<file path="src/rtl/uart_pkg.sv">
// Shared UART definitions: transmitter state encoding, default frame geometry
// and the parity helper used by both the transmitter and receiver.
package uart_pkg;

    localparam int DEF_DATA_W     = 8;
    localparam int DEF_OVERSAMPLE = 16;
    localparam int MAX_DATA_W     = 16;

    typedef enum logic [2:0] {
        ST_IDLE   = 3'd0,
        ST_ARM    = 3'd1,
        ST_START  = 3'd2,
        ST_DATA   = 3'd3,
        ST_PARITY = 3'd4,
        ST_STOP   = 3'd5
    } tx_state_t;

    // Callers zero-extend narrower payloads; extra zeros leave the XOR unchanged.
    function automatic logic calc_parity(input logic [MAX_DATA_W-1:0] data,
                                         input logic                  odd);
        return (^data) ^ odd;
    endfunction

endpackage

</file>
<file path="src/rtl/uart_tick_detect.sv">
// Rising-edge detector for the baud generator square wave. Produces a
// registered one-clk tick per rising edge of baud_in.
module uart_tick_detect (
    input  logic clk,
    input  logic rst,
    input  logic baud_in,
    output logic tick
);

    logic baud_q;

    // tick is registered so downstream logic never sees a combinational path from baud_in.
    always_ff @(posedge clk or negedge rst) begin
        if (!rst) begin
            baud_q <= 1'b0;
            tick   <= 1'b0;
        end else begin
            baud_q <= baud_in;
            tick   <= baud_in & ~baud_q;
        end
    end

endmodule

</file>
<file path="src/rtl/uart_tx.sv">
// UART transmitter: accepts bytes over valid/ready, serialises them LSB-first
// with start bit, optional parity and one or two stop bits on the tick grid.
//
// Handshake: a byte is accepted on the clk edge where tx_valid && tx_ready;
// tx_ready is high only in IDLE, and tx_valid while tx_ready is low is ignored.
module uart_tx
    import uart_pkg::*;
#(
    parameter int DATA_W     = DEF_DATA_W,
    parameter int OVERSAMPLE = DEF_OVERSAMPLE
) (
    input  logic              clk,
    input  logic              rst,
    input  logic              baud_in,
    input  logic              tx_valid,
    input  logic [DATA_W-1:0] tx_data,
    input  logic              parity_en,
    input  logic              parity_odd,
    input  logic              stop2,
    output logic              tx_ready,
    output logic              tx_out,
    output logic              tx_busy,
    output logic              tx_done,
    output tx_state_t         dbg_state
);

    localparam int CNT_W = (OVERSAMPLE > 1) ? $clog2(OVERSAMPLE) : 1;
    localparam int IDX_W = (DATA_W > 1) ? $clog2(DATA_W) : 1;
    localparam logic [CNT_W-1:0] CNT_LAST = CNT_W'(OVERSAMPLE - 1);
    localparam logic [IDX_W-1:0] IDX_LAST = IDX_W'(DATA_W - 1);

    logic tick;

    uart_tick_detect u_tick (
        .clk     (clk),
        .rst     (rst),
        .baud_in (baud_in),
        .tick    (tick)
    );

    tx_state_t         state, state_n;
    logic [CNT_W-1:0]  cnt, cnt_n;
    logic [IDX_W-1:0]  bit_idx, idx_n;
    logic [DATA_W-1:0] shift, shift_n;
    logic              par_en_q, par_en_n;
    logic              stop2_q, stop2_n;
    logic              par_bit_q, par_bit_n;
    logic              stop_idx, stop_idx_n;
    logic              out_n, ready_n, busy_n, done_n;
    logic              bit_end;

    assign dbg_state = state;

    always_ff @(posedge clk or negedge rst) begin
        if (!rst) begin
            state     <= ST_IDLE;
            cnt       <= '0;
            bit_idx   <= '0;
            shift     <= '0;
            par_en_q  <= 1'b0;
            stop2_q   <= 1'b0;
            par_bit_q <= 1'b0;
            stop_idx  <= 1'b0;
            tx_out    <= 1'b1;
            tx_ready  <= 1'b1;
            tx_busy   <= 1'b0;
            tx_done   <= 1'b0;
        end else begin
            state     <= state_n;
            cnt       <= cnt_n;
            bit_idx   <= idx_n;
            shift     <= shift_n;
            par_en_q  <= par_en_n;
            stop2_q   <= stop2_n;
            par_bit_q <= par_bit_n;
            stop_idx  <= stop_idx_n;
            tx_out    <= out_n;
            tx_ready  <= ready_n;
            tx_busy   <= busy_n;
            tx_done   <= done_n;
        end
    end

    always_comb begin
        state_n    = state;
        cnt_n      = cnt;
        idx_n      = bit_idx;
        shift_n    = shift;
        par_en_n   = par_en_q;
        stop2_n    = stop2_q;
        par_bit_n  = par_bit_q;
        stop_idx_n = stop_idx;
        done_n     = 1'b0;
        bit_end    = tick && (cnt == CNT_LAST);

        case (state)
            ST_IDLE: begin
                if (tx_valid && tx_ready) begin
                    state_n    = ST_ARM;
                    shift_n    = tx_data;
                    par_en_n   = parity_en;
                    stop2_n    = stop2;
                    // Parity is computed now because the shifter consumes the data.
                    par_bit_n  = calc_parity(MAX_DATA_W'(tx_data), parity_odd);
                    cnt_n      = '0;
                    idx_n      = '0;
                    stop_idx_n = 1'b0;
                end
            end
            ST_ARM: begin
                if (tick) begin
                    state_n = ST_START;
                    cnt_n   = '0;
                end
            end
            ST_START: begin
                if (bit_end) begin
                    state_n = ST_DATA;
                    idx_n   = '0;
                end
            end
            ST_DATA: begin
                if (bit_end) begin
                    shift_n = shift >> 1;
                    if (bit_idx == IDX_LAST) begin
                        state_n    = par_en_q ? ST_PARITY : ST_STOP;
                        stop_idx_n = 1'b0;
                    end else begin
                        idx_n = bit_idx + 1'b1;
                    end
                end
            end
            ST_PARITY: begin
                if (bit_end) begin
                    state_n    = ST_STOP;
                    stop_idx_n = 1'b0;
                end
            end
            ST_STOP: begin
                if (bit_end) begin
                    if (stop2_q && !stop_idx) begin
                        stop_idx_n = 1'b1;
                    end else begin
                        state_n = ST_IDLE;
                        done_n  = 1'b1;
                    end
                end
            end
            default: state_n = ST_IDLE;
        endcase

        // The in-bit tick counter only advances in the four bit-carrying states.
        if (tick && (state inside {ST_START, ST_DATA, ST_PARITY, ST_STOP})) begin
            cnt_n = bit_end ? '0 : cnt + 1'b1;
        end

        case (state_n)
            ST_START:  out_n = 1'b0;
            ST_DATA:   out_n = shift_n[0];
            ST_PARITY: out_n = par_bit_n;
            default:   out_n = 1'b1;
        endcase
        ready_n = (state_n == ST_IDLE);
        busy_n  = (state_n != ST_IDLE);
    end

endmodule

</file>
<file path="config.mk">
export PLATFORM = sky130hd
export DESIGN_NAME = uart_tx
export DESIGN_NICKNAME = d
export VERILOG_FILES = /design/src/rtl/uart_pkg.sv /design/src/rtl/uart_tick_detect.sv /design/src/rtl/uart_tx.sv
export SDC_FILE = /design/constraint.sdc
export NUM_CORES = 1
export LEC_CHECK = 0
export BUFFER_PORTS_ARGS = -buffer_cell sky130_fd_sc_hd__buf_2
export CAP_MARGIN = 10
export CELL_PAD_IN_SITES_DETAIL_PLACEMENT = 0
export CELL_PAD_IN_SITES_GLOBAL_PLACEMENT = 2
export CORE_UTILIZATION = 38
export CTS_CLUSTER_DIAMETER = 60
export DETAILED_ROUTE_END_ITERATION = 12
export GPL_TIMING_DRIVEN = 0
export PLACE_DENSITY_LB_ADDON = 0.1
export SETUP_SLACK_MARGIN = 0.4
export SLEW_MARGIN = 0
export SYNTH_ARGS = -nofsm -noshare
export SYNTH_HDL_FRONTEND = slang
export SYNTH_HIERARCHICAL = 1
export SYNTH_SLANG_ARGS = --single-unit
</file>
<file path="constraint.sdc">
create_clock -name clk -period 4.25 [get_ports clk]
set_input_delay 0.425 -clock clk [delete_from_list [all_inputs] [get_ports clk]]
set_output_delay 0.425 -clock clk [all_outputs]
set_load 0.02 [all_outputs]
</file>
======== Word level (Yosys, flattened, before mapping) ========
Cells that the tools add are included.
operators by class
  bitwise logic cells ..................... 3
  shift operators ......................... 0
  $add $sub $neg .......................... 2
  mux-type cells .......................... 36
  reductions and logical operators ........ 19
  multiply operators ...................... 0
  order comparisons ....................... 0
  divide/modulo/power cells ............... 0
  equality and inequality tests ........... 20
operators by type and width
  kind                                                                    count
  3-bit 2-to-1 mux                                                        12
  3-bit one-hot mux with 6 select lines                                   1
  4-bit 2-to-1 mux                                                        4
  8-bit 2-to-1 mux                                                        2
  2-bit != test (second input constant)                                   8
  8-bit one-hot mux with 2 select lines                                   1
  16-bit parity                                                           1
  3-bit by 2-bit equality test with 1-bit output (second input constant)  4
  3-bit equality test (second input constant)                             4
  1-bit 2-to-1 mux                                                        12
  3-bit one-hot mux with 3 select lines                                   1
  3-bit nonzero test                                                      3
  4-bit one-hot mux with 2 select lines                                   1
  4-bit nonzero test                                                      2
  7-bit AND reduction                                                     1
  3-bit zero test                                                         2
  3-bit AND reduction                                                     2
  5-bit AND reduction                                                     1
  4-bit by 1-bit adder with 4-bit output (second input constant)          1
  4-bit equality test (second input constant)                             1
  1-bit logical AND                                                       4
  1-bit one-hot mux with 4 select lines                                   1
  3-bit by 1-bit adder with 3-bit output (second input constant)          1
  3-bit by 1-bit equality test with 1-bit output (second input constant)  1
  other kinds (9)                                                         9
storage, ports and cells
  memories kept ........................... 0
  register bits ........................... 28
  memory bits (read-only) ................. 0
  bits in writable memories ............... 0
  bits of input ports ..................... 15
  bits in latches ......................... 0
  output and inout bits ................... 7

======== Longest topological paths before layout ========
  word-level depth ........................ 7
  gate-level depth with buffers ........... 7

======== Cells and area by module ========
Netlist, hierarchy kept.
by module, submodules not included
  module            cells an instance  times used  area an instance (sq um)  sequential area each (sq um)
  uart_tx           148                1           1443.9                    653.1
  uart_tick_detect  3                  1           63.8                      50.0

======== Least setup slack after synthesis ========
OpenSTA, ideal clock, no wires.
  path kind ............................... reg-to-reg
  start point ............................. register cnt[0]
  end point ............................... register tx_out
  slack ................................... 2439 ps
  cell stages (with the launch flop) ...... 8
  arrival ................................. 1735 ps
  path buffers ............................ 1
  path through ............................ dfrtp_1 ha_1 and4_4 buf_6 and3_4 a2111oi_4 nand3_2 a21o_1
between the ends
  word-level cells in the longest chain between the ends .. 6
  elaborated cells between the ends (all ways) .. 13
ends and longest elaborated chain
  item                                                                                   RTL line        source
  start, declared                                                                        uart_tx.sv:42   logic [CNT_W-1:0] cnt, cnt_n;
  start signal, assigned                                                                 uart_tx.sv:70   cnt <= cnt_n;
  4-bit equality test (*)                                                                uart_tx.sv:94   bit_end = tick && (cnt == CNT_LAST);
  1-bit logical AND (*)                                                                  uart_tx.sv:94
  3-bit 2-to-1 mux, on equally long branches                                             --
  3-bit one-hot mux with 6 select lines (*)                                              uart_tx.sv:96   case (state)
  via state_n[1]                                                                         uart_tx.sv:41   tx_state_t state, state_n;
  3-bit equality test or 3-bit by 2-bit equality test with 1-bit output (tied branches)  uart_tx.sv:157  case (state_n)
  1-bit one-hot mux with 3 select lines (*)                                              uart_tx.sv:157
  via out_n                                                                              uart_tx.sv:49   logic out_n, ready_n, busy_n, done_n;
  end signal, assigned                                                                   uart_tx.sv:77   tx_out <= out_n;
  end, declared                                                                          uart_tx.sv:21   output logic tx_out,
The timed path passes the listed nets; every way through them passes the cells marked *. The select of a mux whose other input is x is not followed.
A chain may end at the register's enable or synchronous reset.

======== Final worst setup path ========
  start point ............................. register state[0], in the netlist dbg_state[0]
  end point ............................... register tx_out
between the ends
  word-level cells in the longest chain between the ends .. 5
  elaborated cells between the ends (all ways) .. 21
ends and longest elaborated chain
  item                                                                                   RTL line                        source
  start, declared                                                                        uart_tx.sv:41
  start signal, assigned                                                                 uart_tx.sv:69                   state <= state_n;
  3-bit 2-to-1 mux, on equally long branches                                             uart_tx.sv:141, uart_tx.sv:125
  3-bit 2-to-1 mux, on equally long branches                                             uart_tx.sv:140, uart_tx.sv:123
  3-bit one-hot mux with 6 select lines                                                  uart_tx.sv:96
  3-bit equality test or 3-bit by 2-bit equality test with 1-bit output (tied branches)  uart_tx.sv:157
  1-bit one-hot mux with 3 select lines (*)                                              uart_tx.sv:157
  via out_n                                                                              uart_tx.sv:49
The timed path passes the listed nets; every way through them passes the cells marked *.

==> metrics.yaml <==
status:
  outcome: "completed"
synth:
  synth-edff-count: 0
  synth_commonest_cells: "nand2_1, dfrtp_1, a21oi_1"
  avgSynthCellArea_um2: 9.98
  synthFlopType: "dfrtp_1"
  async_flop_share: 1.00
  ys_ff_latch: 28
  syn_nets: 172
  synth_top_cells_by_area: "dfrtp_1, nand2_1, ha_1, xnor2_1, a22oi_1"
  synth.cell_area_um2: 1510
  ys.warnings.count: 6
  synth_top_cell_area_share: 0.432
  synth.most_common_cell: "nand2_1"
  seq_area_frac_synth: 0.466
  netlist_instances: 151
  yosysTopAreaCell: "dfrtp_1"
  yosysUniqueCellTypes: 41
sta:
  hold_viol_final: 0
  final.setup.worst_slack_ns: 2.23
  timing.fmax_ghz: 0.496
  drv_slew: 0
  finalSetupViolations: 0
  grt_setup_unrepaired: "no"
  fin_skew_ns: 0.00701
  relSlewSlack: 0.491
  worst_slew_pin_slew_ns: 0.764
  period_share: 0.474
  setup_tns_ns: 0
  fin_crit_ns: 2.02
  whs_ns: 0.144
setup_path:
  r2r_setup_slack_ns: 2.23
  crit_chain: "clkbuf_1 -> and3b_1 -> a22oi_1 -> nand2_1 -> nand3_2 -> a21o_1"
  crit_buf_inv: 1
  critPathArrivalTime_ns: 2.25
  slowest_delay_ns: 0.60
  cp.required_ns: 4.48
  crit_fanout: 10
  critPathSlowestCell: "a22oi_1"
  timing.rr.start: "dbg_state[0]"
  worst_r2r_endpoint: "tx_out"
  cp-start-kind: "register"
  rr_worst_depth: 6
  crit_path_end_kind: "register"
  crit_type: "register to register"
  critPathTopFamily: "compound AO/OA/AOI/OAI gates"
die:
  die_x_um: 65.0
  row_count: 22
  fp.dieH_um: 65.0
  core_um2: 3740
  initial_core_util: 0.403
  dieArea_um2: 4220
  ios: 22
cts:
  cts_setup_buffers: 0
  clock_path_buffers: 2
  insertion_delay_ns: 0.28
  cts_sinks: 28
  cts_root_buf: "clkbuf_8"
  clk_pin_slew_ns: 0.10
  cts_resized: 0
  hold_buffers: 0
  htreeDepth: 1
  numCtsBuffers: 3
  cts_tree: "built"
placed_design:
  place_area_um2: 1670
  numPortBuffers: 21
  routabilityCongestion: 0.764
  post-place-ws_ns: 2.23
  dp_hpwl_mm: 2.35
global_route:
  grt_pass1_wl_mm: 5.47
  antenna_found_initial: 0
  overflow: 0
  grt_pass1_vias: 1155
  grt_max_degree: 29
  grt_usage: 0.176
power_and_ir_drop:
  p_leak_nw: 0.840
  ir_drop_mv: 0.209
  p_per_area_nw_per_um2: 510
flow_run:
  cap_viol_max_count: 0
finish:
  final_core_util: 0.466
  postLayoutCellArea_um2: 1740
  fin_nets: 198
  area_growth_pct: 15.7
  n_antenna_cell: 0
  layout-drive-gt1-share: 0.205
route:
  vias_per_cell: 5.24
  dr.pass1.iters: 4
  avgRoutedWirePerCell_um: 14.0
  vias: 1174
  antenna_left: 0
  drtIter0Drc: 48
  route.detailed.drc: 0
  drt_wl_total_mm: 3.15
hold_path:
  hp-class: "input port to async pin"
## kinds of logic (layout without fill, tap and decap cells)
| logic type | Yosys count | after routing | share of synthesized area |
|---|---|---|---|
| compound gates | 35 | 35 | 0.170 |
| xor+xnor | 10 | 10 | 0.0581 |
| fa+ha+maj | 6 | 6 | 0.0498 |
| buf+inv | 9 | 34 | 0.0307 |
| flops | 28 | 28 | 0.466 |
| mux | 3 | 3 | 0.0207 |
| simple gates | 60 | 60 | 0.204 |
## layout by cell type (no fill, tap or decap), types with 2 or more instances in the layout
master	count
nand2_1	31
dfrtp_1	26
buf_2	22
a21oi_1	9
a22oi_1	8
nor2_1	7
xnor2_1	7
ha_1	6
inv_1	5
o21ai_0	4
nand2b_1	3
nand3_1	3
a22o_1	3
xor2_1	3
o21ai_1	3
clkbuf_8	3
nand4_1	2
nand3b_1	2
and3b_1	2
nor2b_1	2
mux2i_1	2
dfstp_2	2
## layer usage
layer,track usage,vias to the layer above,part of all wire
met3,0.0264,4,0.024
met5,0,-,0
li1,-,587,-
met1,0.222,567,0.48
met2,0.294,16,0.48
met4,0.0833,0,0.018
## registers in the layout, indices dropped and copies added (netlist names)
signal,cells
shift,8
u_tick/baud_q,1
bit_idx,3
tx_busy,1
tx_out,1
par_en_q,1
tx_ready,1
cnt,4
par_bit_q,1
stop2_q,1
u_tick/tick,1
stop_idx,1
tx_done,1
dbg_state,3
## area by class of cell
type                       instances  area, um^2
clock buffer                       3        41.3
tap                               48        60.1
clock inverter                     1        30.0
buffer                             4        27.5
inverter                           5        18.8
multi-input combinational        114         758
sequential                        28         703
fill                             396        2000
timing repair buffer              21         105
## per-stage QoR
stage,cells,power (mW)
6_report,224,0.889
5_1_grt,224,0.963
4_1_cts,224,0.899
3_5_place_dp,220,0.685
3_3_place_gp,220,0.677
2_1_floorplan,151,0.607
## where the power goes
group | total [mW] | switching [mW] | internal, mW | leakage [nW]
clock network | 0.213 | 0.0871 | 0.126 | 0.0357
logic | 0.254 | 0.140 | 0.114 | 0.463
registers | 0.421 | 0.0640 | 0.357 | 0.341
total | 0.889 | 0.291 | 0.597 | 0.840
## how the worst max path moves through the flow
stage,startpoint,to,slack (ns),cells after the start
after floorplan,cnt[0],tx_out,2.44,7
after global placement,dbg_state[0],tx_out,2.20,6
after detailed placement,dbg_state[0],tx_out,2.23,6
after CTS,dbg_state[0],tx_out,2.21,6
after global routing,dbg_state[0],tx_out,2.07,6
final,dbg_state[0],tx_out,2.23,6
Note: power is estimated with default switching activity, not from simulation.
